**src/rtl/fetch_pkg.sv**
```systemverilog
// fetch_pkg -- shared types and constants for the instruction-fetch front end.
//   XLEN_DEFAULT     : default address/data width (RV32)
//   RESET_PC_DEFAULT : default program counter after reset
//   INST_NOP         : canonical RV32 NOP (addi x0, x0, 0)
//   fetch_state_t    : fetch FSM state
//   fetch_entry_t    : instruction buffer entry {pc, inst}
package fetch_pkg;

  localparam int          XLEN_DEFAULT     = 32;
  localparam logic [31:0] RESET_PC_DEFAULT = 32'h0000_0000;
  localparam logic [31:0] INST_NOP         = 32'h0000_0013;

  typedef enum logic [1:0] {
    IDLE,      // nothing outstanding
    WAIT,      // one request outstanding, response will be kept
    WAIT_DROP  // one request outstanding, response will be discarded
  } fetch_state_t;

  // Entry fields are fixed at RV32 width; the fetch unit is only used with XLEN = 32.
  typedef struct packed {
    logic [XLEN_DEFAULT-1:0] pc;
    logic [XLEN_DEFAULT-1:0] inst;
  } fetch_entry_t;

endpackage

```
**src/rtl/adder.sv**
```systemverilog
// adder -- shared combinational adder block (sum modulo 2^WIDTH).
//   i_A, i_B : operands
//   o_S      : sum, carry out dropped
module adder #(
  parameter int WIDTH = 32
) (
  input  logic [WIDTH-1:0] i_A,
  input  logic [WIDTH-1:0] i_B,
  output logic [WIDTH-1:0] o_S
);

  assign o_S = i_A + i_B;

endmodule

```
**src/rtl/fetch_fifo.sv**
```systemverilog
// fetch_fifo -- DEPTH-entry synchronous FIFO for fetched instructions.
//   clk, rst_n  : clock, synchronous active-low reset
//   push, data  : write an entry
//   pop         : drop the head entry
//   flush       : empty the FIFO; wins over push and pop
//   head        : current head entry (valid when !empty)
//   count       : number of stored entries
//   full, empty : status
module fetch_fifo #(
  parameter int DEPTH = 2,
  parameter int WIDTH = 64
) (
  input  logic                     clk,
  input  logic                     rst_n,
  input  logic                     push,
  input  logic [WIDTH-1:0]         data,
  input  logic                     pop,
  input  logic                     flush,
  output logic [WIDTH-1:0]         head,
  output logic [$clog2(DEPTH):0]   count,
  output logic                     full,
  output logic                     empty
);

  localparam int AW = $clog2(DEPTH);
  localparam int CW = AW + 1;

  logic [AW-1:0]    wr_ptr;
  logic [AW-1:0]    rd_ptr;
  logic [WIDTH-1:0] mem [DEPTH];

  // NOTE: sequential state uses non-blocking assignments so every register
  // samples the pre-edge values of its neighbours.
  always_ff @(posedge clk) begin
    if (!rst_n || flush) begin
      wr_ptr <= '0;
      rd_ptr <= '0;
      count  <= '0;
    end else begin
      if (push) wr_ptr <= wr_ptr + 1'b1;
      if (pop)  rd_ptr <= rd_ptr + 1'b1;
      count <= count + CW'(push) - CW'(pop);
    end
  end

  // NOTE: the storage array has no reset; entries are only observed through
  // count/empty, which are reset, so resetting the data would only cost area.
  always_ff @(posedge clk) begin
    if (push && !flush) mem[wr_ptr] <= data;
  end

  assign head  = mem[rd_ptr];
  assign full  = (count == CW'(DEPTH));
  assign empty = (count == '0);

endmodule

```
**src/rtl/fetch_unit.sv**
```systemverilog
// fetch_unit -- instruction-fetch front end of the RV32 core.
// Holds the PC, issues one word fetch at a time and buffers returned
// instructions with their PC for decode. A redirect loads a new PC, flushes
// the buffer and marks any outstanding response for discard.
//   i_clk, i_rst_n            : clock, synchronous active-low reset
//   i_redirect, i_redirect_pc : execute-stage redirect pulse and target
//   o_imem_req, o_imem_addr   : fetch request and address (= PC)
//   i_imem_gnt                : request accepted this cycle
//   i_imem_rvalid/_rdata      : in-order response
//   o_inst_valid/_inst/_pc    : buffer head to decode
//   i_inst_ready              : decode consumes head when valid && ready
module fetch_unit
  import fetch_pkg::*;
#(
  parameter int              XLEN     = XLEN_DEFAULT,
  parameter logic [XLEN-1:0] RESET_PC = RESET_PC_DEFAULT,
  parameter int              DEPTH    = 2
) (
  input  logic            i_clk,
  input  logic            i_rst_n,
  input  logic            i_redirect,
  input  logic [XLEN-1:0] i_redirect_pc,
  output logic            o_imem_req,
  output logic [XLEN-1:0] o_imem_addr,
  input  logic            i_imem_gnt,
  input  logic            i_imem_rvalid,
  input  logic [XLEN-1:0] i_imem_rdata,
  output logic            o_inst_valid,
  output logic [XLEN-1:0] o_inst,
  output logic [XLEN-1:0] o_inst_pc,
  input  logic            i_inst_ready
);

  localparam int CW = $clog2(DEPTH) + 1;

  fetch_state_t    state, state_next;
  logic [XLEN-1:0] pc, pc_plus4, inflight_pc;
  logic [CW-1:0]   count, count_after;
  logic            full, empty;
  logic            push, pop, grant, req;
  fetch_entry_t    push_entry, head_entry;

  adder #(.WIDTH(XLEN)) u_pc_adder (
    .i_A (pc),
    .i_B (XLEN'(4)),
    .o_S (pc_plus4)
  );

  // A redirect flushes the buffer, so neither the pop nor a same-cycle
  // response may touch it. The full guard never blocks in practice: the
  // request gating already keeps a slot free for every outstanding fetch.
  assign pop   = o_inst_valid && i_inst_ready && !i_redirect;
  assign push  = i_imem_rvalid && (state == WAIT) && !i_redirect && (!full || pop);
  assign count_after = count + CW'(push) - CW'(pop);
  assign grant = req && i_imem_gnt;

  assign push_entry = '{pc: inflight_pc, inst: i_imem_rdata};

  fetch_fifo #(
    .DEPTH (DEPTH),
    .WIDTH ($bits(fetch_entry_t))
  ) u_fifo (
    .clk   (i_clk),
    .rst_n (i_rst_n),
    .push  (push),
    .data  (push_entry),
    .pop   (pop),
    .flush (i_redirect),
    .head  (head_entry),
    .count (count),
    .full  (full),
    .empty (empty)
  );

  // NOTE: every signal driven here gets a default first, so no path through
  // the block can leave it unassigned and infer a latch.
  always_comb begin
    state_next = state;
    req        = 1'b0;

    // A new request may issue once the previous one has returned (or none is
    // outstanding), and only if its response is guaranteed a buffer slot.
    if (i_rst_n && !i_redirect && (count_after < CW'(DEPTH)) &&
        ((state == IDLE) || i_imem_rvalid)) begin
      req = 1'b1;
    end

    if (grant) begin
      state_next = WAIT;
    end else if ((state != IDLE) && i_imem_rvalid) begin
      state_next = IDLE;
    end else if (i_redirect && (state == WAIT)) begin
      state_next = WAIT_DROP;
    end
  end

  always_ff @(posedge i_clk) begin
    if (!i_rst_n) begin
      state       <= IDLE;
      pc          <= RESET_PC;
      inflight_pc <= '0;
    end else begin
      state <= state_next;
      if (i_redirect) begin
        pc <= {i_redirect_pc[XLEN-1:2], 2'b00};
      end else if (grant) begin
        pc <= pc_plus4;
      end
      if (grant) inflight_pc <= pc;
    end
  end

  assign o_imem_req   = req;
  assign o_imem_addr  = pc;
  assign o_inst_valid = !empty;
  // Head fields read as zero whenever nothing valid is presented.
  assign o_inst       = o_inst_valid ? head_entry.inst : '0;
  assign o_inst_pc    = o_inst_valid ? head_entry.pc   : '0;

endmodule

```
**config.mk**
```make
export PLATFORM = sky130hd
export DESIGN_NAME = fetch_unit
export DESIGN_NICKNAME = d
export VERILOG_FILES = /design/src/rtl/fetch_pkg.sv /design/src/rtl/adder.sv /design/src/rtl/fetch_fifo.sv /design/src/rtl/fetch_unit.sv
export SDC_FILE = /design/constraint.sdc
export NUM_CORES = 1
export LEC_CHECK = 0
export CAP_MARGIN = 40
export CORE_ASPECT_RATIO = 1.2
export CORE_UTILIZATION = 30
export CTS_CLUSTER_SIZE = 14
export DETAILED_ROUTE_END_ITERATION = 8
export SLEW_MARGIN = 5
export SYNTH_ARGS = -nofsm -noshare
export SYNTH_HDL_FRONTEND = slang
export SYNTH_SLANG_ARGS = --single-unit
```
**constraint.sdc**
```tcl
create_clock -name i_clk -period 13.01 [get_ports i_clk]
set_input_delay 2.602 -clock i_clk [delete_from_list [all_inputs] [get_ports i_clk]]
set_output_delay 2.602 -clock i_clk [all_outputs]
set_load 0.05 [all_outputs]
```
==> impl_summary.md <==
Yosys
The number of distinct standard cells referenced by the synthesized netlist is 57. The prevailing post-synth register cell is sky130_fd_sc_hd__edfxtp_1. Synthesis produced approximately 680 cells.

Of the synthesized area, sequential elements account for approximately two thirds. The dominant cell type by area after synthesis is sky130_fd_sc_hd__edfxtp_1. Counting flops and latches in the post-synthesis netlist gives 191.

Yosys mapped a number of flops with a built-in enable equal to around 120. By area the synthesized netlist is led by sky130_fd_sc_hd__edfxtp_1 (48%), sky130_fd_sc_hd__dfxtp_1 (17%), sky130_fd_sc_hd__mux2i_1 (7.9%). During synthesis, Yosys emitted a total of 0 warnings. A synthesized cell averages about 12 µm². The area of the mapped netlist is 0.00781 mm². Counting flops with an async set or reset pin after synthesis yields a share of 0%.

The area fraction of the dominant cell type after synthesis is 47.7%.

Min path
The tightest min-delay check is of the reg -> reg type. The origin of the worst min-delay path is inflight_pc[5]$_SDFFE_PN0P_.

CTS
The number of gates given a new drive strength after cts is 0. The post-CTS clock slew at the launch and capture registers of the worst setup and hold paths is 70 ps. In this run the deepest clock path goes through 2 buffers. TritonCTS created 17 clock buffers. The count of hold buffers inserted by post-cts repair is 0. The clock drives 191 sinks. The post-CTS setup repair buffer count is 0. In this run the number of H-tree levels came out at 4. TritonCTS built the clock tree. The later pin in the worst-skew pair is clocked with a latency of 440 ps. The tree is rooted in a sky130_fd_sc_hd__clkbuf_16.

Pwr
Summed over all cells, the static leakage comes to 3.29 nW. Power spread over the standard cell area amounts to ~120 mW/mm². IR analysis of the VDD net gives a maximum drop of roughly 0.079 mV.

Die
The row count is 64. The count of boundary I/O pins is 168. The vertical die dimension is 179 µm. Once the floorplan was initialized, standard cells occupied 30.6% of the core. The area of the core is 0.0255 mm². The overall die width is 149 µm.

The floorplan step defined a die boundary enclosing 0.0267 mm².

Critical path
The beginning of the worst register-to-register path is state[1]$_SDFFE_PP0P_. The type of the setup path with the least slack is in -> out. The cell at the slowest stage of the critical path is sky130_fd_sc_hd__clkdlybuf4s50_1. STA classifies the critical path startpoint as a primary input. The highest fanout seen on the critical path is 40. The data arrival time of the worst path is around 5800 ps. In this design, the largest share of critical-path delay is due to buffers and inverters.

The sum of buffers and inverters on the critical path is 4. The first element of the critical path is i_redirect. At the worst endpoint, the required time is about 10000 ps.

The most frequent cell on the critical path is sky130_fd_sc_hd__clkdlybuf4s50_1. STA classifies the critical path endpoint as an output pin. On the worst path, the slowest cell contributes a delay of around 800 ps. Walking the worst path, the cells encountered are clkdlybuf4s50_1, buf_4, inv_1, nand2_1, o21ai_0, ha_1, or2b_1, o211a_1, and3_1, clkdlybuf4s50_1.

Placed design
The count of buffers added on input and output ports is 161. The weighted congestion at the end of routability-driven global placement is 0.739. Counting tap cells, the placed design contains a total of about 1100 instances. Before CTS, the worst setup slack after placement is about 4600 ps. The post-detailed-placement half-perimeter wirelength is 12.5 mm. Summing all placed instances gives a cell area of 0.00981 mm².

STA
Final hold analysis gives a worst-case slack of 454 ps. The final-report max-slew violation count is 0. For the pin with the worst max-slew slack, the measured transition is 729 ps. Measured against its own limit, the worst slew margin works out to approximately half.

Setup repair after global routing left no endpoint under its margin. Clock skew on the completed layout was measured at about 12 ps. After layout, the worst path uses between 60% and 70% of the clock period. The final hold violation count is 0.

Once routing completed, OpenROAD measured the worst setup slack at 4610 ps. The sum of negative setup slack is 0 ps. The total of endpoints with negative setup slack in the final report is 0.

Based on the critical path, the design can be clocked at up to 0.119 GHz. After layout, the minimum clock period comes to 8400 ps.

GRT
The number of antenna violations at the first check in global routing is 1. The number of global-route vias before repair came to 5364. The pin count of the biggest net entering global routing is 64.

For this run the aggregate overflow at the end of global routing stands at 0. The first-pass GRT wire length is a little under 30 mm. Global routing consumed, over all layers together, 14.8% of the routing resources.

Cells and area
The growth of design area from synthesis to finish is 33.0%. The share of cells above drive strength 1 is 6.19%. The number of inserted diodes is 0.

The finished layout holds 1170 standard cells, fillers aside. Once layout is done, the placed cells without fillers occupy 0.0104 mm². The post-layout net count is 899.

Drt
After detailed routing, the number of vias per cell comes to roughly 4.8. The number of design rule violations left after detail routing is 0. The average wire length per cell after detail routing is 16.4 µm. The routed design has 19.2 mm of wire. The number of optimization iterations in the first detailed-route pass is 4. The count of nets left with antenna violations once routing finished came out at 0. In this run, the number of DRC markers left after iteration 0 of detailed routing was between 200 and 300. For this block, the via count after detailed routing is around 5600.

Status
The run finished with clean final reports.

Job
The max-capacitance violation count is 0.
[power by group]
part	switching (mW)	internal (mW)
logic	0.0517	0.0373
clock network	0.229	0.284
registers	0.0124	0.650
total	0.293	0.971
[kinds of logic (layout without fill, tap and decap cells)]
logic type      count (synthesis)  in the layout  synth area share, %
buf+inv                        54            216                 2.96
other cells                     1              4               0.0480
simple gates                  252            252                 14.8
flops                         191            191                 64.8
compound gates                110            110                 8.71
mux                            62             62                 7.94
xor+xnor                        3              3                0.336
fa+ha+maj                       2              2                0.320
[cells in the final DEF (no fill, tap or decap), types with 11 or more instances in the layout]
cell	synthesis	final
sky130_fd_sc_hd__nand3_1	12	12
sky130_fd_sc_hd__edfxtp_1	124	124
sky130_fd_sc_hd__a31oi_1	15	15
sky130_fd_sc_hd__nor2_1	76	74
sky130_fd_sc_hd__clkbuf_16	0	18
sky130_fd_sc_hd__nand2_1	102	102
sky130_fd_sc_hd__mux2i_1	62	62
sky130_fd_sc_hd__o211ai_1	12	12
sky130_fd_sc_hd__o21ai_0	11	11
sky130_fd_sc_hd__dfxtp_1	67	66
sky130_fd_sc_hd__clkdlybuf4s50_1	0	161
sky130_fd_sc_hd__a21oi_1	48	48
[through the flow]
step | power, mW | util (%)
after floorplan | 0.720 | -
after global placement | 0.763 | 38.1
after detailed placement | 0.765 | 38.4
after CTS | 1.28 | 40.7
after global routing | 1.31 | 40.7
final | 1.26 | 40.7
[worst register-to-register path, stage by stage (launching register included)]
cell                       delay (ps)
sky130_fd_sc_hd__dfxtp_1          340
sky130_fd_sc_hd__nor4b_1          300
sky130_fd_sc_hd__o21a_1           270
sky130_fd_sc_hd__ha_1             210
sky130_fd_sc_hd__nand2b_1         130
sky130_fd_sc_hd__o211ai_1          90
sky130_fd_sc_hd__buf_4            200
sky130_fd_sc_hd__nor2_2           590
sky130_fd_sc_hd__buf_4            430
sky130_fd_sc_hd__nand3b_1         130
sky130_fd_sc_hd__a31oi_1          180
[metal layers]
| metal | global-route usage, % | up-vias | routed length, µm |
|---|---|---|---|
| li1 | - | 2758 | - |
| met1 | 18.5 | 2678 | 8490 |
| met2 | 24.6 | 159 | 9460 |
| met3 | 2.82 | 28 | 805 |
| met4 | 6.80 | 2 | 409 |
| met5 | 0 | - | 11 |
[final cells by class]
cell class | count | area [µm²]
flip-flops and latches | 191 | 5070
repair buffers | 173 | 1740
fillers | 2420 | 15200
well taps | 330 | 413
multi-input cells | 433 | 2550
clock buffers | 22 | 475
clock inverters | 10 | 106
inverters | 11 | 41.3
[path summary, 6_finish.rpt]
kind,endpoint,slack (ps),cells after the start
worst max-delay path,o_imem_req,4610,10
worst min-delay path,u_fifo.mem[1][37]$_DFFE_PP_,450,0
worst max register to register,o_imem_addr[15]$_SDFFE_PN0P_,10080,10
worst min register to register,u_fifo.mem[1][37]$_DFFE_PP_,450,0
[sequential cells by signal, summed over array words and instances (netlist names), named ones only]
register and flops:
u_fifo.rd_ptr 1, u_fifo.wr_ptr 1, state 2, inflight_pc 30, u_fifo.count 2, u_fifo.mem 124
o_imem_addr 30
[synth_stat cells (all sizes together), types with 4 or more instances]
master / n
nor4: 4
and3: 7
clkbuf: 31
dfxtp: 67
a31oi: 15
nor2: 76
buf: 10
nand2: 102
a21oi: 48
or3: 8
or4: 7
nand3: 12
nor3: 11
o21ai: 11
inv: 11
nand4: 8
edfxtp: 124
a32oi: 4
mux2i: 62
o211ai: 12
Power figures use the tool's default switching activity.
